[config.mk]
export PLATFORM = sky130hd
export DESIGN_NAME = time_set_ctrl
export DESIGN_NICKNAME = d
export VERILOG_FILES = /design/src/rtl/time_set_ctrl.sv
export SDC_FILE = /design/constraint.sdc
export NUM_CORES = 1
export LEC_CHECK = 0
export BUFFER_PORTS_ARGS = -buffer_cell sky130_fd_sc_hd__buf_4
export CAP_MARGIN = 30
export CORE_MARGIN = 8
export CORE_UTILIZATION = 45
export CTS_CLUSTER_SIZE = 28
export DETAILED_ROUTE_END_ITERATION = 12
export PLACE_DENSITY = 0.62
export SETUP_SLACK_MARGIN = 0.05
export SLEW_MARGIN = 20
export SYNTH_ARGS = -nofsm -noshare
export SYNTH_HDL_FRONTEND = slang
export SYNTH_SLANG_ARGS = --single-unit
[constraint.sdc]
create_clock -name clk_i -period 3.85 [get_ports clk_i]
set_input_delay 0.9625 -clock clk_i [delete_from_list [all_inputs] [get_ports clk_i]]
set_output_delay 0.9625 -clock clk_i [all_outputs]
set_load 0.05 [all_outputs]
[src/rtl/time_set_ctrl.sv]
// Front-panel time-set controller: captures the running time, lets the user
// edit hour/minute/second with wrap-around and auto-repeat, then strobes Timeset.
module time_set_ctrl #(
  parameter int TIMEOUT    = 1000,
  parameter int REPEAT_DLY = 8,
  parameter int REPEAT_PER = 4
) (
  input  logic       clk_i,
  input  logic       reset_i,
  input  logic       mode_i,
  input  logic       inc_i,
  input  logic       cancel_i,
  input  logic [4:0] cur_hour_i,
  input  logic [5:0] cur_min_i,
  input  logic [5:0] cur_sec_i,
  output logic       Timeset,
  output logic [4:0] Hourset,
  output logic [5:0] Minset,
  output logic [5:0] Secset,
  output logic [1:0] edit_o
);

  localparam int TW   = $clog2(TIMEOUT + 1);
  localparam int RMAX = (REPEAT_DLY > REPEAT_PER) ? REPEAT_DLY : REPEAT_PER;
  localparam int RW   = $clog2(RMAX + 1);

  localparam logic [TW-1:0] TMO_MAX  = TW'(TIMEOUT);
  localparam logic [RW-1:0] DLY_CNT  = RW'(REPEAT_DLY);
  localparam logic [RW-1:0] PER_CNT  = RW'(REPEAT_PER);

  typedef enum logic [2:0] {
    S_IDLE   = 3'd0,
    S_EDIT_H = 3'd1,
    S_EDIT_M = 3'd2,
    S_EDIT_S = 3'd3,
    S_COMMIT = 3'd4
  } state_t;

  state_t state, state_nx;

  logic mode_q, inc_q, cancel_q;
  logic mode_edge, inc_edge, cancel_edge;

  logic [4:0] hour_q, hour_nx;
  logic [5:0] min_q, min_nx;
  logic [5:0] sec_q, sec_nx;

  logic [RW-1:0] hold_cnt, hold_nx, hold_inc, rep_target;
  logic          rep_on, rep_on_nx;
  logic          rep_fire;
  logic          in_edit;
  logic          activity;

  logic [TW-1:0] tmo_cnt, tmo_nx, tmo_inc;

  assign mode_edge   = mode_i & ~mode_q;
  assign inc_edge    = inc_i & ~inc_q;
  assign cancel_edge = cancel_i & ~cancel_q;

  assign in_edit = (state == S_EDIT_H) || (state == S_EDIT_M) || (state == S_EDIT_S);

  // Hold counter runs in two phases: first up to the initial delay, then
  // restarting every repeat period once rep_on is set.
  assign hold_inc   = hold_cnt + RW'(1);
  assign rep_target = rep_on ? PER_CNT : DLY_CNT;
  assign rep_fire   = in_edit & inc_i & ~inc_edge & (hold_inc == rep_target);

  assign activity = mode_edge | inc_edge | cancel_edge | rep_fire;
  assign tmo_inc  = (tmo_cnt == TMO_MAX) ? tmo_cnt : tmo_cnt + TW'(1);

  always_ff @(posedge clk_i or posedge reset_i) begin
    if (reset_i) begin
      state    <= S_IDLE;
      mode_q   <= 1'b0;
      inc_q    <= 1'b0;
      cancel_q <= 1'b0;
      hour_q   <= '0;
      min_q    <= '0;
      sec_q    <= '0;
      hold_cnt <= '0;
      rep_on   <= 1'b0;
      tmo_cnt  <= '0;
    end else begin
      state    <= state_nx;
      mode_q   <= mode_i;
      inc_q    <= inc_i;
      cancel_q <= cancel_i;
      hour_q   <= hour_nx;
      min_q    <= min_nx;
      sec_q    <= sec_nx;
      hold_cnt <= hold_nx;
      rep_on   <= rep_on_nx;
      tmo_cnt  <= tmo_nx;
    end
  end

  always_comb begin
    state_nx  = state;
    hour_nx   = hour_q;
    min_nx    = min_q;
    sec_nx    = sec_q;
    hold_nx   = '0;
    rep_on_nx = 1'b0;
    tmo_nx    = '0;

    case (state)
      S_IDLE: begin
        if (mode_edge) begin
          // Out-of-range readings from the core are loaded as zero.
          hour_nx  = (cur_hour_i > 5'd23) ? 5'd0 : cur_hour_i;
          min_nx   = (cur_min_i > 6'd59) ? 6'd0 : cur_min_i;
          sec_nx   = (cur_sec_i > 6'd59) ? 6'd0 : cur_sec_i;
          state_nx = S_EDIT_H;
        end
      end

      S_EDIT_H, S_EDIT_M, S_EDIT_S: begin
        if (cancel_edge) begin
          state_nx = S_IDLE;
        end else if (mode_edge) begin
          case (state)
            S_EDIT_H: state_nx = S_EDIT_M;
            S_EDIT_M: state_nx = S_EDIT_S;
            default:  state_nx = S_COMMIT;
          endcase
        end else begin
          if (inc_i && !inc_edge) begin
            hold_nx   = rep_fire ? '0 : hold_inc;
            rep_on_nx = rep_on | rep_fire;
          end

          if (inc_edge || rep_fire) begin
            case (state)
              S_EDIT_H: hour_nx = (hour_q == 5'd23) ? 5'd0 : hour_q + 5'd1;
              S_EDIT_M: min_nx  = (min_q == 6'd59) ? 6'd0 : min_q + 6'd1;
              default:  sec_nx  = (sec_q == 6'd59) ? 6'd0 : sec_q + 6'd1;
            endcase
          end

          if (!activity) begin
            tmo_nx = tmo_inc;
            if (tmo_inc == TMO_MAX) begin
              state_nx = S_IDLE;
            end
          end
        end
      end

      S_COMMIT: begin
        state_nx = S_IDLE;
      end

      default: begin
        state_nx = S_IDLE;
      end
    endcase
  end

  always_comb begin
    edit_o = 2'd0;
    case (state)
      S_EDIT_H: edit_o = 2'd1;
      S_EDIT_M: edit_o = 2'd2;
      S_EDIT_S: edit_o = 2'd3;
      default:  edit_o = 2'd0;
    endcase
  end

  // Decoded from the state register so an asynchronous reset drops it at once.
  assign Timeset = (state == S_COMMIT);
  assign Hourset = hour_q;
  assign Minset  = min_q;
  assign Secset  = sec_q;

endmodule

# Word level (Yosys, flattened, before mapping)

Cells that the tools add are included.

Bits in registers: 38
Input port bits: 22
Output and inout bits: 20

Add/subtract/negate cells: 5
$lt $le $gt $ge: 3
Equality and inequality tests: 19
Multiplexer cells: 47
Bitwise gates (word level): 14
Reductions and logical operators: 13

Operator list:

| kind                    | number |
|---|---|
| $mux W6                 | 14 |
| $mux W10                | 5 |
| $mux W5                 | 7 |
| $mux W4                 | 6 |
| $pmux W6 S2             | 2 |
| $eq A10 B10 Y1 const B  | 2 |
| $reduce_and A6 Y1       | 3 |
| $mux W3                 | 5 |
| $ne A2 B2 Y1 const B    | 7 |
| $add A6 B1 Y6 const B   | 2 |
| $eq A6 B6 Y1 const B    | 2 |
| $gt A6 B6 Y1 const B    | 2 |
| $pmux W3 S2             | 2 |
| $add A10 B1 Y10 const B | 1 |
| $pmux W5 S2             | 1 |
| $ne A4 B4 Y1 const B    | 2 |
| $and A1 B1 Y1           | 6 |
| $eq A3 B2 Y1 const B    | 2 |
| $pmux W2 S3             | 1 |
| $add A5 B1 Y5 const B   | 1 |
| $eq A5 B5 Y1 const B    | 1 |
| $gt A5 B5 Y1 const B    | 1 |
| $add A4 B1 Y4 const B   | 1 |
| $eq A4 B4 Y1            | 1 |
| other kinds (13)        | 24 |

# Longest topological paths before layout

Gate-level depths: netlist (run 1).

Word-level depth: 11
Depth in mapped cells: 9
Depth with buffers taken out: 8

# Least setup slack after synthesis (run 1)

Ideal clock, no wire load.

Path kind: input-to-reg
From: input port inc_i
To: register sec_q[0] (netlist: Secset[0])
Arrival: 2.300 ns
Path slack: 1.425 ns
Cell stages on the path: 5
Buffers on the path: 0
Cell sequence: nand4_1 -> a211o_4 -> a2111oi_4 -> nor2_4 -> mux2_4

Word-level cells in the longest chain between the ends: 7
Elaborated cells between the ends (all ways): 8
Those cells by class: eq/ne (1); bitwise (5); reduce/logical (2)

Ends and longest elaborated chain:

| element                              | RTL line | source |
|---|---|---|
| from (decl)                          | 11       | `input logic inc_i,` |
| $and A1 B1 Y1                        | 57       | `assign inc_edge = inc_i & ~inc_q;` |
| $not A1 Y1                           | 66       | `assign rep_fire = in_edit & inc_i & ~inc_edge & (hold_inc == rep_target);` |
| $and A1 B1 Y1 (2 in series)          | 66       |  |
| $logic_or A1 B1 Y1 *                 | 132      | `if (inc_edge \|\| rep_fire) begin` |
| $ne A2 B2 Y1 (no source line) *      | -        |  |
| $reduce_and A6 Y1 (no source line) * | -        |  |
| to (signal assigned)                 | 90       | `sec_q <= sec_nx;` |
| to (decl)                            | 46       | `logic [5:0] sec_q, sec_nx;` |

Mark *: on every way between the ends. The rest lies on a longest branch, timed or not.
A chain may end at the register's enable or synchronous reset.

# Worst setup path in the final report (run 1)

From: register state[0]
To: register sec_q[0] (netlist: Secset[0])

Word-level cells in the longest chain between the ends: 9
Elaborated cells between the ends (all ways): 20
Those cells by class: eq/ne (8); mux (1); bitwise (3); reduce/logical (8)

Ends and longest elaborated chain:

| element                                             | RTL line     | source |
|---|---|---|
| from (decl)                                         | 39           | `state_t state, state_nx;` |
| from (signal assigned)                              | 84           | `state <= state_nx;` |
| $eq A3 B1 Y1 / $eq A3 B2 Y1 (equally long branches) | 60, 106, 133 |  |
| $logic_or A1 B1 Y1 (2 in series)                    | 60           | `assign in_edit = (state == S_EDIT_H) \|\| (state == S_EDIT_M) \|\| (state == S_EDIT_S);` |
| $and A1 B1 Y1 (3 in series)                         | 66           |  |
| $logic_or A1 B1 Y1                                  | 132          |  |
| $ne A2 B2 Y1 (no source line)                       | -            |  |
| $reduce_and A6 Y1 (no source line)                  | -            |  |

Several ways; a longest one is shown, not always the timed one.

==> results by group, run 1 <==
Clock tree
  – Post-CTS Setup Bufs: 0
  – Clock slew at reported path FFs: 80 ps
  – Clk sinks: 38
  – CTS tree: done
  – Bufs on Longest Clock Path: 2
  – Post-CTS Hold Buffers: 0
  – Worst-Skew Late Latency: 290 ps
  – Root Buffer: clkbuf_8
  – Post-cts gate resize count: 0
  – Total CTS buffers: 5
  – Htree depth: 2

Floorplan
  – Die ar.: 0.00787 mm2
  – Die height: 88.7 um
  – Initial Util: 0.466
  – Core Area: 0.00511 mm2
  – # IOs: 42
  – # rows: 26
  – Die W: 88.7 um

Synthesis
  – YS warnings: 0
  – Synth async-reset ratio: 1.00
  – Post-synth EDFFs: 0
  – Post-Syn Area: 0.00238 mm2
  – Post-synthesis instance total: 262
  – Mean Syn Cell Area: 9.08 um2
  – Seq cells post-synth: 38
  – Main synth FF type: dfrtp_1
  – Leading area contributor after synthesis: dfrtp_1
  – Top-area cell type share of the netlist area: 0.400
  – Seq/Total Area, Yosys: 0.400
  – Area contributors post-synth: dfrtp_1 (40%), nor2_1 (4.3%), nand2_1 (3.3%)
  – Synth cell types: 55
  – Syn_nets: 290

Layout
  – Inserted Diodes: 0
  – Nets@finish: 329
  – Layout cells sized above 1: 0.192
  – Most common cell after layout, fill and taps aside: buf_4
  – Most frequent cells in the layout: buf_4 (43), dfrtp_1 (38), nor2_1 (27)
  – Layout area overhead: 19.6%

Timing
  – Post-Route Setup TNS: 0 ps
  – Slew @ Worst Pin: 638 ps
  – Max_slew headroom: 0.575
  – Hold Vio Cnt, Final: 0
  – RSZ-0062 raised after global routing: no
  – WHS: 471 ps
  – Fmax: 400 MHz
  – Setup Skew: 7.74 ps
  – Max-slew violations: 0
  – Min Tclk post-route: 2500 ps
  – Setup violations, final: 0
  – Period utilization: 0.649

Global route
  – First-pass GRT wire length: 9420 um
  – Initial antenna violation count: 0
  – Vias in the first global route: 1,954
  – GRT Total Usage: 0.152
  – Global route overflow: 0
  – Largest net degree at the start of global routing: 24

Drt
  – WL per Instance: 15.2 um
  – Vias: 2,089
  – Final wirelength: 5660 um
  – Antenna Nets Post-Route: 0
  – Vias per Instance: 5.62
  – # DRC: 0
  – Iter 0 DRT Violations: 72
  – Initial DRT Pass Iterations: 4

Placed design
  – HPWL after DPL: 4250 um
  – Port bufs: 41
  – Routability cong.: 0.878

Status
  – Status: complete, no violations

Setup path
  – CP arrival: 2690 ps
  – CP Capture Type: flop
  – Critical path class: flop to flop
  – CP Data Required Time: 4040 ps
  – Crit start category: flop
  – Worst-path fanout max: 10

Pwr
  – PwrDens: 636 mW/mm2
  – Pleak: 1.23 nW
  – Maximum vdd drop: 0.000346 V

Hold path
  – Type of the worst min-delay path: flop to flop

Flow run
  – Total of max-cap violations: 0
[metrics by stage]
stage          instance area, um2  std cells  power [mW]  worst slack [ps]   util
2_1_floorplan                2380        262        1.23              1420      -
3_3_place_gp                 2730        363        1.48              1190  0.534
3_5_place_dp                 2730        363        1.49              1150  0.534
4_1_cts                      2830        371        1.83              1350  0.554
5_1_grt                      2850        372        1.93              1130  0.557
6_report                     2850        372        1.81              1350  0.557
[power by group]
part	total [mW]	leakage (nW)	internal (mW)	switching, mW
Clock	0.339	0.0524	0.194	0.145
Sequential	0.621	0.492	0.494	0.128
Combinational	0.851	0.690	0.297	0.554
[cell usage after synthesis (3+ instances only)]
cell / count
dfrtp_1: 38
nor2_1: 27
nand2_1: 21
nand3_1: 15
a21oi_1: 13
o21ai_0: 12
inv_1: 9
clkbuf_1: 8
nor2b_1: 8
xor2_1: 8
nand4_1: 7
ha_1: 6
nor3_1: 6
a22o_1: 5
o2bb2ai_1: 5
a22oi_1: 4
a31oi_1: 4
and3_1: 4
mux2_1: 4
o21ai_1: 4
xnor2_1: 4
a41oi_1: 3
and2_1: 3
and4_1: 3
nand2b_1: 3
[critical path, stage by stage (launching register included)]
cell and delay (ps):
dfrtp_1 550, nor2_4 80, or2_0 430, a211o_4 390
a2111oi_4 530, nor2_4 100, mux2_4 310
[routing by layer]
layer  wire (um)  vias to the layer above  global-route usage
met3         330                        5              0.0381
met1        2690                      989               0.206
li1            -                     1045                   -
met4          51                        0              0.0553
met5           0                        -                   0
met2        2580                       50               0.226
[path summary, 6_finish.rpt]
path                                       startpoint               endpoint  slack (ps)  cells after the start
max in group asynchronous                     reset_i  Minset[2]$_DFFE_PP0P_        2420                      4
worst max register to register   state[0]$_DFFE_PP0P_  Secset[0]$_DFFE_PP0P_        1350                      6
min in group asynchronous                     reset_i  hold_cnt[0]$_DFF_PP0_         680                      2
worst min-delay path            hold_cnt[0]$_DFF_PP0_  hold_cnt[0]$_DFF_PP0_         470                      1
worst max-delay path             state[0]$_DFFE_PP0P_  Secset[0]$_DFFE_PP0P_        1350                      6
worst min register to register  hold_cnt[0]$_DFF_PP0_  hold_cnt[0]$_DFF_PP0_         470                      1
[layout make-up]
class / count / area, um2
clock inverters: 1 / 30.0
repair buffers: 44 / 338
flip-flops and latches: 38 / 951
fillers: 496 / 2260
multi-input cells: 203 / 1330
inverters: 9 / 33.8
well taps: 70 / 87.6
clock buffers: 7 / 76.3
[cells by family after synthesis]
kind of cell / Yosys count / synth area share
simple gates: 106 / 0.226
compound gates: 71 / 0.218
flops: 38 / 0.400
buf+inv: 21 / 0.0415
xor+xnor: 12 / 0.0442
mux: 8 / 0.0400
fa+ha+maj: 6 / 0.0315
[sequential cells by signal, summed over array words and instances (netlist names)]
name,flops
Hourset,5
Secset,6
hold_cnt,4
rep_on,1
mode_q,1
inc_q,1
cancel_q,1
tmo_cnt,10
Minset,6
state,3
No activity file was read; power rests on OpenSTA's default activity.
==> run 2: changes to the inputs <==
--- a/config.mk
+++ b/config.mk
@@ -5,6 +5,7 @@
 export SDC_FILE = /design/constraint.sdc
 export NUM_CORES = 1
 export LEC_CHECK = 0
+export ABC_AREA = 1
 export BUFFER_PORTS_ARGS = -buffer_cell sky130_fd_sc_hd__buf_4
 export CAP_MARGIN = 30
 export CORE_MARGIN = 8
==> constraint.sdc (replaced) <==
create_clock -name clk_i -period 2.5 [get_ports clk_i]
set_input_delay 0.625 -clock clk_i [delete_from_list [all_inputs] [get_ports clk_i]]
set_output_delay 0.625 -clock clk_i [all_outputs]
set_load 0.05 [all_outputs]
==> results by group, run 2 <==
Hold path
  – Type of the worst min-delay path: input port to asynchronous set/reset pin

Synthesis
  – Area contributors post-synth: dfrtp_1 (40%), nand2_1 (12%), nor2_1 (6.3%)
  – Seq/Total Area, Yosys: 0.400 (+0.000842)
  – Most common cell in the netlist: nand2_1
  – Seq cells post-synth: 38 (unchanged)
  – Leading area contributor after synthesis: dfrtp_1
  – Synth cell count leaders: nand2_1 (75), nor2_1 (40), dfrtp_1 (38), inv_1 (36), nand3_1 (24)
  – Post-synthesis instance total: 312 (+19%)
  – YS warnings: 0 (unchanged)
  – Synth cell types: 31 (-44%)
  – Main synth FF type: dfrtp_1
  – Syn_nets: 340 (+17%)
  – Post-synth EDFFs: 0 (unchanged)
  – Post-Syn Area: 0.00237 mm2 (-0.21%)
  – Top-area cell type share of the netlist area: 0.400 (+0.000842)
  – Mean Syn Cell Area: 7.61 um2 (-16%)
  – Synth async-reset ratio: 1.00 (unchanged)

Drt
  – Vias: 2,117 (+1.3%)
  – Antenna Nets Post-Route: 0 (unchanged)
  – # DRC: 0 (unchanged)
  – Vias per Instance: 4.95 (-12%)
  – Iter 0 DRT Violations: 76 (+5.6%)
  – Initial DRT Pass Iterations: 4 (unchanged)
  – WL per Instance: 12.1 um (-20%)
  – Final wirelength: 5170 um (-8.5%)

Timing
  – Setup violations, final: 0 (unchanged)
  – Fmax: 516 MHz (+29%)
  – Period utilization: 0.776 (+0.127)
  – Worst setup margin: 561 ps (-790 ps)
  – Min Tclk post-route: 1940 ps (-560 ps)
  – Hold Vio Cnt, Final: 0 (unchanged)
  – Max-slew violations: 0 (unchanged)
  – Slew @ Worst Pin: 491 ps (-147 ps)
  – Setup Skew: 4.62 ps (-3.12 ps)
  – Post-Route Setup TNS: 0 ps (unchanged)
  – Max_slew headroom: 0.673 (+0.0981)
  – RSZ-0062 raised after global routing: no

Status
  – Status: complete, no violations

Layout
  – Inserted Diodes: 0 (unchanged)
  – Nets@finish: 385 (+17%)
  – Layout cells sized above 1: 0.215 (+0.0230)
  – Area of the multi-input gates: 0.00124 mm2 (-6.9%)
  – Largest Register: tmo_cnt
  – Storage cell area: 951 um2 (unchanged)
  – Number of flip-flops in the largest register: 10 (unchanged)
  – Most frequent cells in the layout: nand2_1 (75), buf_4 (43), nor2_1 (40)
  – Fillcell total: 545 (+9.9%)
  – Layout area overhead: 20.4%
  – Most common cell after layout, fill and taps aside: nand2_1

Clock tree
  – Htree depth: 2 (unchanged)
  – Post-cts gate resize count: 0 (unchanged)
  – Post-CTS Hold Buffers: 0 (unchanged)
  – Worst-Skew Late Latency: 290 ps (about the same)
  – Clock slew at reported path FFs: 80 ps (about the same)
  – Post-CTS Setup Bufs: 0 (unchanged)
  – Total CTS buffers: 5 (unchanged)
  – CTS tree: done
  – Clk sinks: 38 (unchanged)
  – Root Buffer: clkbuf_8
  – Bufs on Longest Clock Path: 2 (unchanged)

Placed design
  – Setup WS pre-CTS: 408 ps (-744 ps)
  – Routability cong.: 0.809 (-7.9%)
  – HPWL after DPL: 4020 um (-5.3%)
  – Port bufs: 41 (unchanged)

Setup path
  – Worst-path fanout max: 12 (+2)
  – CP Data Required Time: 2670 ps (-1370 ps)
  – R2r worst-path depth: 10 (+4)
  – Register-to-register setup slack: 560 ps (-790 ps)
  – Critical Path Sink: Minset[5]$_DFFE_PP0P_
  – Reg2reg start: hold_cnt[0]$_DFF_PP0_
  – Critical path class: flop to flop
  – CP arrival: 2110 ps (-580 ps)
  – CP Capture Type: flop
  – Reg2reg end: Minset[5]$_DFFE_PP0P_
  – Critical Path Source: hold_cnt[0]$_DFF_PP0_
  – Crit start category: flop

Global route
  – Vias in the first global route: 2,125 (+8.8%)
  – Global route overflow: 0 (unchanged)
  – First-pass GRT wire length: 9360 um (-0.58%)
  – GRT Total Usage: 0.147 (-0.00508)
  – Largest net degree at the start of global routing: 39 (+63%)
  – Initial antenna violation count: 0 (unchanged)

Flow run
  – Total of max-cap violations: 0 (unchanged)

Pwr
  – PwrDens: 1120 mW/mm2 (+76%)
  – Total power: 3.21 mW (+77%)
  – Pleak: 1.40 nW (+14%)
  – Maximum vdd drop: 0.000774 V (+120%)

Floorplan
  – # rows: 26 (unchanged)
  – # IOs: 42 (unchanged)
  – Core Area: 0.00511 mm2 (unchanged)
  – Initial Util: 0.465 (-0.000980)
  – Die W: 88.6 um (about the same)
  – Die height: 88.6 um (about the same)
  – Die ar.: 0.00786 mm2 (-0.17%)
run 2: cell types whose count changed after synthesis, moves of 7 or more:
| cell | before | now |
|---|---|---|
| o21ai_2 | 0 | 12 |
| a21oi_1 | 13 | 2 |
| nand3_1 | 15 | 24 |
| nor2_1 | 27 | 40 |
| inv_1 | 9 | 36 |
| nand2_1 | 21 | 75 |
| clkbuf_1 | 8 | 1 |
| nor2b_1 | 8 | 0 |
run 2: area by class of cell:
cell class / instances / area share
Tap cell: 70 / 0.0306
Sequential cell: 38 / 0.333
Multi-Input combinational cell: 229 / 0.433
Timing Repair Buffer: 43 / 0.113
Inverter: 40 / 0.0525
Clock inverter: 3 / 0.0140
Clock buffer: 5 / 0.0241
run 2: cell families (layout without fill, tap and decap cells):
| group | Yosys count | count (layout) | share of synthesized area |
|---|---|---|---|
| AOI/OAI and AO/OA | 42 | 42 | 0.122 |
| xor gates and xnor gates | 13 | 13 | 0.0479 |
| adders and majority gates | 6 | 6 | 0.0316 |
| buffers and inverters | 45 | 91 | 0.0780 |
| DFF | 38 | 38 | 0.400 |
| and+or+nand+nor | 168 | 168 | 0.320 |
run 2: where the power goes:
group          internal (mW)  leakage, nW  switching [mW]
Sequential             0.762        0.500           0.194
Combinational          0.565        0.845            1.17
Clock                  0.294       0.0579           0.220
Total                   1.62         1.40            1.58
run 2: worst min path at each step:
stage,startpoint,endpoint,slack (ps),cells past startpoint
final,reset_i,tmo_cnt[4]$_DFF_PP0_,450,3
after floorplan,hold_cnt[0]$_DFF_PP0_,hold_cnt[0]$_DFF_PP0_,450,1
after global routing,cancel_i,cancel_q$_DFF_PP0_,430,1
after detailed placement,hold_cnt[0]$_DFF_PP0_,hold_cnt[0]$_DFF_PP0_,490,1
after CTS,cancel_i,cancel_q$_DFF_PP0_,440,1
after global placement,hold_cnt[0]$_DFF_PP0_,hold_cnt[0]$_DFF_PP0_,480,1
run 2: critical path, cell delays in order (launching register included):
cell	delay [ps]
dfrtp_1	420
ha_1	240
xor2_1	160
nand3_1	100
nand3_2	100
nand2_2	110
inv_2	60
nand2_2	70
nand4_2	320
nand2_1	180
o21ai_2	60
run 2: through the flow:
step	hold WS (ps)	cells	instance area [um2]	util
after floorplan	453	312	2370	-
after global placement	483	420	2750	0.538
after detailed placement	493	420	2750	0.538
after CTS	443	428	2860	0.560
after global routing	432	428	2860	0.560
final	445	428	2860	0.560
run 2: routing by layer:
layer  share of wire  up-vias  global-route usage
li1                -     1113                   -
met3           0.040        4              0.0409
met1            0.50      961               0.194
met2            0.45       39               0.230
met5               0        -                   0
met4          0.0070        0              0.0323
